--- config.mk ---
export PLATFORM = sky130hd
export DESIGN_NAME = uart_tx_arb
export DESIGN_NICKNAME = d
export VERILOG_FILES = /design/src/rtl/uart_pkg.sv /design/src/rtl/rr_arbiter.sv /design/src/rtl/uart_tx_arb.sv
export SDC_FILE = /design/constraint.sdc
export NUM_CORES = 1
export LEC_CHECK = 0
export BUFFER_PORTS_ARGS = -buffer_cell sky130_fd_sc_hd__buf_4
export CAP_MARGIN = 20
export CORE_MARGIN = 3
export CORE_UTILIZATION = 39
export CTS_CLUSTER_DIAMETER = 200
export DETAILED_ROUTE_END_ITERATION = 6
export PLACE_DENSITY = 0.68
export SKIP_LAST_GASP = 1
export SLEW_MARGIN = 20
export SYNTH_ARGS = -nofsm -noshare
export SYNTH_HDL_FRONTEND = slang
export SYNTH_SLANG_ARGS = --single-unit
--- constraint.sdc ---
create_clock -name clk -period 3.9 [get_ports clk]
set_clock_uncertainty 0.15 [all_clocks]
set_input_delay 0.195 -clock clk [delete_from_list [all_inputs] [get_ports clk]]
set_output_delay 0.195 -clock clk [all_outputs]
set_load 0.005 [all_outputs]
--- src/rtl/uart_pkg.sv ---
// Shared types for the uart_tx arbiter: sequencer states and byte width.
package uart_pkg;

  localparam int BYTE_W = 8;

  typedef enum logic [1:0] {
    IDLE,
    ISSUE,
    WAIT_BUSY,
    WAIT_DONE
  } arb_state_t;

endpackage

--- src/rtl/rr_arbiter.sv ---
// Combinational round-robin picker: the first set request after ptr wins, wrapping modulo N.
module rr_arbiter #(
  parameter int N = 4
) (
  input  logic [N-1:0]         req,
  input  logic [$clog2(N)-1:0] ptr,
  output logic [N-1:0]         gnt_onehot,
  output logic [$clog2(N)-1:0] gnt_idx,
  output logic                 any
);

  localparam int IW = $clog2(N);

  logic [IW-1:0] idx;

  // Scan from farthest to nearest, so the nearest valid request after ptr overwrites the rest.
  always_comb begin
    gnt_idx = '0;
    any     = 1'b0;
    idx     = '0;
    for (int i = N; i >= 1; i--) begin
      idx = IW'((int'(ptr) + i) % N);
      if (req[idx]) begin
        gnt_idx = idx;
        any     = 1'b1;
      end
    end
    gnt_onehot = any ? (N'(1) << gnt_idx) : '0;
  end

endmodule

--- src/rtl/uart_tx_arb.sv ---
// Round-robin arbiter/sequencer sharing one uart_tx serializer between NUM_REQ producers.
// Optional WAIT_BUSY watchdog with err_timeout port is enabled by defining UART_ARB_TIMEOUT_EN.
module uart_tx_arb
  import uart_pkg::*;
#(
  parameter int NUM_REQ        = 4,
  parameter int TIMEOUT_CYCLES = 16
) (
  input  logic                        clk,
  input  logic                        rst_n,
  input  logic [NUM_REQ-1:0]          req_valid,
  input  logic [NUM_REQ*BYTE_W-1:0]   req_data,
  output logic [NUM_REQ-1:0]          req_ready,
  output logic [$clog2(NUM_REQ)-1:0]  grant_id,
  output logic                        tx_start,
  output logic [BYTE_W-1:0]           tx_data,
  input  logic                        tx_busy,
  output logic                        active
`ifdef UART_ARB_TIMEOUT_EN
  ,
  output logic                        err_timeout
`endif
);

  localparam int IW = $clog2(NUM_REQ);

  arb_state_t           state, state_n;
  logic [IW-1:0]        ptr, ptr_n;
  logic [IW-1:0]        grant_n;
  logic [BYTE_W-1:0]    data_n;
  logic [BYTE_W-1:0]    sel_data;
  logic [NUM_REQ-1:0]   ready_n;
  logic                 start_n;
  logic                 active_n;
  logic [NUM_REQ-1:0]   gnt_onehot;
  logic [IW-1:0]        gnt_idx;
  logic                 gnt_any;

`ifdef UART_ARB_TIMEOUT_EN
  localparam int CW = $clog2(TIMEOUT_CYCLES + 1);
  logic [CW-1:0]        cnt, cnt_n;
  logic                 err_n;
`endif

  rr_arbiter #(.N(NUM_REQ)) u_rr (
    .req        (req_valid),
    .ptr        (ptr),
    .gnt_onehot (gnt_onehot),
    .gnt_idx    (gnt_idx),
    .any        (gnt_any)
  );

  always_comb begin
    sel_data = '0;
    for (int i = 0; i < NUM_REQ; i++) begin
      if (gnt_onehot[i]) sel_data = req_data[i*BYTE_W +: BYTE_W];
    end
  end

  // Pulses (ready/start/err) default low, so they last exactly one cycle after being set.
  always_comb begin
    state_n  = state;
    ptr_n    = ptr;
    grant_n  = grant_id;
    data_n   = tx_data;
    ready_n  = '0;
    start_n  = 1'b0;
    active_n = active;
`ifdef UART_ARB_TIMEOUT_EN
    cnt_n    = cnt;
    err_n    = 1'b0;
`endif
    case (state)
      IDLE: begin
        if (gnt_any && !tx_busy) begin
          data_n   = sel_data;
          ready_n  = gnt_onehot;
          grant_n  = gnt_idx;
          ptr_n    = gnt_idx;
          active_n = 1'b1;
          start_n  = 1'b1;
          state_n  = ISSUE;
`ifdef UART_ARB_TIMEOUT_EN
          cnt_n    = '0;
`endif
        end
      end
      ISSUE: begin
        state_n = WAIT_BUSY;
`ifdef UART_ARB_TIMEOUT_EN
        cnt_n   = cnt + CW'(1);
`endif
      end
      WAIT_BUSY: begin
        if (tx_busy) begin
          state_n = WAIT_DONE;
        end
`ifdef UART_ARB_TIMEOUT_EN
        // cnt tracks cycles since the start pulse; the byte is abandoned and ptr kept.
        else if (cnt == CW'(TIMEOUT_CYCLES - 1)) begin
          err_n    = 1'b1;
          active_n = 1'b0;
          state_n  = IDLE;
        end else begin
          cnt_n = cnt + CW'(1);
        end
`endif
      end
      WAIT_DONE: begin
        if (!tx_busy) begin
          active_n = 1'b0;
          state_n  = IDLE;
        end
      end
      default: state_n = IDLE;
    endcase
  end

  always_ff @(posedge clk or negedge rst_n) begin
    if (!rst_n) begin
      state     <= IDLE;
      ptr       <= IW'(NUM_REQ - 1);
      grant_id  <= '0;
      tx_data   <= '0;
      req_ready <= '0;
      tx_start  <= 1'b0;
      active    <= 1'b0;
    end else begin
      state     <= state_n;
      ptr       <= ptr_n;
      grant_id  <= grant_n;
      tx_data   <= data_n;
      req_ready <= ready_n;
      tx_start  <= start_n;
      active    <= active_n;
    end
  end

`ifdef UART_ARB_TIMEOUT_EN
  always_ff @(posedge clk or negedge rst_n) begin
    if (!rst_n) begin
      cnt         <= '0;
      err_timeout <= 1'b0;
    end else begin
      cnt         <= cnt_n;
      err_timeout <= err_n;
    end
  end
`endif

endmodule
* Word level (Yosys, flattened, before mapping)
Cells that the tools add are included.
Storage, ports and cells: register bits after elaboration 20, output and inout bits 16, RAM bits 0, logic and storage cells 61, ROM bits 0, latch bits 0, input bits 39, memories 0
Cells by class: add/subtract/negate cells 4, magnitude comparators 4, muxes and demuxes 32, reduce and logical (&&, ||, !) cells 7, shift-type cells 1, equal/unequal tests 6, bitwise operators 0, div/mod/pow operators 0, multipliers 0
Operators by type and width (number):
- 2-to-1 mux 8 bit | 4
- 2-to-1 mux 2 bit | 7
- < comparator 2 x 3 -> 1 bit, second input constant | 4
- 2-to-1 mux 1 bit | 12
- 2-to-1 mux 4 bit | 3
- binary-select mux 1 bit (select 2 bit) | 4
- one-hot mux 2 bit (4 select lines) | 1
- != test 2 bit, second input constant | 3
- AND reduction 3 bit | 2
- adder 2 x 1 -> 2 bit, second input constant | 2
- adder 2 bit, second input constant | 2
- == test 2 bit, second input constant | 2
- << shifter 1 x 2 -> 4 bit, first input constant | 1
- == test 2 x 1 -> 1 bit, second input constant | 1
- zero test 2 bit | 1
- one-hot mux 1 bit (2 select lines) | 1
- AND reduction 2 bit | 1
- nonzero test 2 bit | 1
- logical AND 1 bit | 1
- zero test 1 bit | 1

* Longest topological paths before layout
depth in word-level cells 13, depth in mapped cells 7, depth with buffers taken out 6

* Cells and area by module
A second synthesis with hierarchy kept.
Unflattened totals: cells, all modules 127, area, all modules 1307.5 um^2
By module, submodules not included:
- uart_tx_arb | area an instance 1129.8 um^2, cells each 99, times used 1, seq. area each 503.0 um^2
- rr_arbiter | area an instance 177.7 um^2, cells each 28, times used 1, seq. area each 0.0 um^2

* Worst setup path before layout
Ideal clock, no wire load.
path type reg2reg, start reg ptr[1], end reg tx_data[3], data arrival time 1503 ps, stages on the path, launching flop included 8, period minus slack after synthesis 1748 ps, path buffers 2, required time 3655 ps, path slack 2152 ps, setup time 95 ps, cells stage by stage dfstp_2 -> buf_4 -> inv_2 -> nor3_4 -> or2_2 -> buf_6 -> nor2_1 -> o31ai_1
Between the ends: word-level cells in the longest chain between the ends 13, elaborated cells on any way between the ends 28, classes of those cells 4 x add/sub; 1 x shift; 21 x mux; 2 x reduce/logical
RTL lines:
- start: declaration | line uart_tx_arb.sv:28 | logic [IW-1:0] ptr, ptr_n;
- start signal: assignment | line uart_tx_arb.sv:122 | ptr <= IW'(NUM_REQ - 1);
- start signal: assignment | line uart_tx_arb.sv:130 | ptr <= ptr_n;
- adder 2 x 1 -> 2 bit | line rr_arbiter.sv:22 | idx = IW'((int'(ptr) + i) % N);
- binary-select mux 1 bit (select 2 bit) | line rr_arbiter.sv:23 | if (req[idx]) begin
- 2-to-1 mux 1 bit (implied by the code) | line rr_arbiter.sv:23
- 2-to-1 mux 2 bit (4 in series) | line rr_arbiter.sv:23
- << shifter 1 x 2 -> 4 bit | line rr_arbiter.sv:28 | gnt_onehot = any ? (N'(1) << gnt_idx) : '0;
- 2-to-1 mux 4 bit | line rr_arbiter.sv:28
- 2-to-1 mux 8 bit (4 in series) | line uart_tx_arb.sv:56 | if (gnt_onehot[i]) sel_data = req_data[i*BYTE_W +: BYTE_W];
- end signal: assignment | line uart_tx_arb.sv:132 | tx_data <= data_n;
- end: declaration | line uart_tx_arb.sv:16 | output logic [BYTE_W-1:0] tx_data,
Several ways; a longest one is shown, not always the timed one. The select of a mux whose other input is x is not followed. A chain may end at the register's enable or synchronous reset.

* Final worst setup path
start reg ptr[1], end reg tx_data[7]
Same word-level chain as after synthesis.

==> metrics.csv <==
metric;value;unit
avgSynthCellArea;9.80;sq um
start_util;0.429;
rows;19;
timing.rr.start;ptr[1];
first_global_vias;1184;
setup-tns-final;0;ns
period_minus_slack;1.96;ns
cts-root-buf;clkbuf_4;
worstHoldPathCells;3;
place.detailed.hpwl;2740;um
max-cap-violations;0;
grt_max_degree;21;
violations;negative hold slack;
synthesis.nets;168;
maxSlewHeadroom;0.712;
r2r_end;tx_data[7];
clkLatencyLatePin;0.30;ns
ctsLongestPathBuffers;2;
power_per_cell_area;585;nW/um^2
hp-class;in -> reg;
io_buffer_count;54;
worstMarginPinSlew;0.428;ns
instance_count_of_the_mapped_netlist;126;
rsz_0062_raised_after_global_routing;false;
worstPathRequired;3.95;ns
worst_setup_path_end_kind;register;
detail-route-antenna-nets;0;
die_x;62.3;um
layout_setup_ws;1.94;ns
ys_warn_count;0;
maxSlewViolCount;0;
drc_errors;0;
floorplan.io_pins;55;
distinct_cell_type_count_of_the_synthesized_netlist;38;
path_buf_inv;1;
core_area;2880;sq um
place_congestion;0.787;
holdCritStartpoint;req_data[27];
globalRoute.totalOverflow;0;
timing.critical_path.max_delay_family;simple AND/OR/NAND/NOR gates;
first_pass_grt_wire_length;5550;um
synth_area;1230;sq um
via_count;1224;
run_status;finished with violations;
min_to;tx_data[3];
synth_seq_cells;20;
timing.final.crit_share;0.502;
viasPerCell;5.32;
synth-simple-area-share;0.171;
achievable-frequency;0.510;GHz
static-leakage-power;0.854;nW
crit_path_max_incr_delay;0.68;ns
timing_hold_violations_final;2;
synth.mux.area_fraction;0.0213;
crit_path_start_kind;register;
cts_tree;done;
fp.dieArea;3880;sq um
clock-sinks;20;
post_route_cells_drive_above_1_share;0.410;
timing_worst_setup_path_type;reg -> reg;
crit_path_top_delay_cell;dfstp_2;
timing.critical_path.fanout_max;12;
synth_sequential_area_ratio;0.407;
total_clock_buffers_created_by_cts;3;
clk_pin_slew_worst_paths;0.12;ns
flow.area_growth_from_synthesis;43.6;%
diodes;0;
synth_top_family_by_area;compound AO/OA/AOI/OAI gates;
worstPathCellList;inv_2 > nor3_4 > or2_2 > nor2_1 > o31ai_1;
worst_slack_at_placement;1.96;ns
worstRegToRegCells;5;
post_synth_xor_area_fraction;0;
drt_first_pass_iters;4;
post-cts-setup-buffers;0;
vdd.ir_drop.worst;271;uV
finalSetupViolCount;0;
drt-wirelength-per-cell;15.0;um
design.final.nets;231;
cp_data_arrival_time;2.01;ns
register_to_register_setup_slack;1.94;ns
initial_antenna_violation_count;0;
finalHoldWorstSlack;-0.00839;ns
clock_tree.htree_level_count;1;
wl;3450;um
compound_cell_area_share_of_the_yosys_netlist;0.322;
drtIter0Drc;76;
die_h;62.3;um
grt_util_all_layers;0.177;
post_synth_fa_ha_maj_area_fraction;0.0304;
## stage by stage
step | area, sq um | util | total power (W) | hold slack, ns | cells
after floorplan | 1230 | - | 0.000714 | -0.251 | 126
after global placement | 1670 | 0.579 | 0.000889 | -0.0606 | 219
after detailed placement | 1670 | 0.579 | 0.000910 | -0.0585 | 219
after CTS | 1750 | 0.609 | 0.00104 | 0.000729 | 228
after global routing | 1770 | 0.616 | 0.00112 | 0.00720 | 230
final | 1770 | 0.616 | 0.00104 | -0.00839 | 230
## cell usage in the layout, fill, tap and decap left out, types with 3 or more instances in the layout
cell type and instances:
o31ai_1 7, nand2_1 6, clkbuf_4 3, o21ai_1 3, ha_1 3, inv_1 5, buf_4 54, a22oi_1 16
a21oi_1 4, o21ai_0 3, dlygate4sd3_1 7, nor2_1 20, o21bai_1 8, dfrtp_1 18
## power by group
| part | internal [W] | switching (W) |
|---|---|---|
| registers | 0.000294 | 0.0000725 |
| clock network | 0.0000568 | 0.0000663 |
| logic | 0.000266 | 0.000281 |
## synthesized netlist by cell type, drive strengths merged
library cell  number  area, sq um
nor3               4         42.5
o311a              1         10.0
buf                3         26.3
or4                1         11.3
nand2b             2         15.0
o21ai              7         38.8
nand2              7         28.8
mux2               2         26.3
a221oi             1         15.0
o22ai              3         25.0
dfstp              2         52.6
a211oi             1         20.0
a31oi              1         6.26
o21bai             8         60.1
dfrtp             18          450
nor2              20         75.1
inv                8         32.5
a22o               1         8.76
or2                1         6.26
nand3              2         22.5
a21oi              4         20.0
o221ai             1         8.76
o31ai              8         65.1
ha                 3         37.5
and2b              1         10.0
a22oi             16          120
## routing by layer
| layer | vias to the layer above | wire [um] | part of all wire | global-route usage |
|---|---|---|---|---|
| met2 | 43 | 1670 | 0.49 | 0.292 |
| met5 | - | 0 | 0 | 0 |
| met1 | 585 | 1610 | 0.47 | 0.249 |
| met4 | 0 | 0 | 0 | 0.0331 |
| li1 | 596 | - | - | - |
| met3 | 0 | 165 | 0.048 | 0.0252 |
## logic make-up after synthesis
kind of cell | count (synthesis)
muxes | 2
DFF | 20
adders and majority gates | 3
AOI/OAI and AO/OA | 52
and+or+nand+nor | 38
buffers and inverters | 11
## timing repair
item                                    in CTS  in global routing
resized for setup                            0                  0
hold buffers                                 5                  2
hold endpoints to repair                    24                  2
endpoints found under the setup margin       0                  0
## final cells by class
cell class	count	area (sq um)
Clock buffer	4	36.3
Fill cell	256	1100
Inverter	8	32.5
Multi-Input combinational cell	95	673
Sequential cell	20	503
Tap cell	42	52.6
Timing Repair Buffer	61	475
## worst max-delay path by stage
| stage | startpoint | end | slack (ns) | depth (start not counted) |
|---|---|---|---|---|
| detailed placement | ptr[1] | tx_data[3] | 1.96 | 5 |
| floorplan | ptr[1] | tx_data[3] | 2.15 | 7 |
| global placement | ptr[1] | tx_data[0] | 2.01 | 5 |
| finish | ptr[1] | tx_data[7] | 1.94 | 5 |
| global route | ptr[1] | tx_data[4] | 1.74 | 5 |
| CTS | ptr[1] | tx_data[3] | 1.91 | 5 |
## sequential cells by signal, indices dropped and copies added, names as in the netlist
name and count:
req_ready 4, tx_start 1, tx_data 8, grant_id 2, state 2, active 1
ptr 2
## tightest hold or removal path: stages
cell,delay [ns]
buf_4,0.08
a22oi_1,0.06
o31ai_1,0.07
Note: power is estimated with default switching activity, not from simulation.
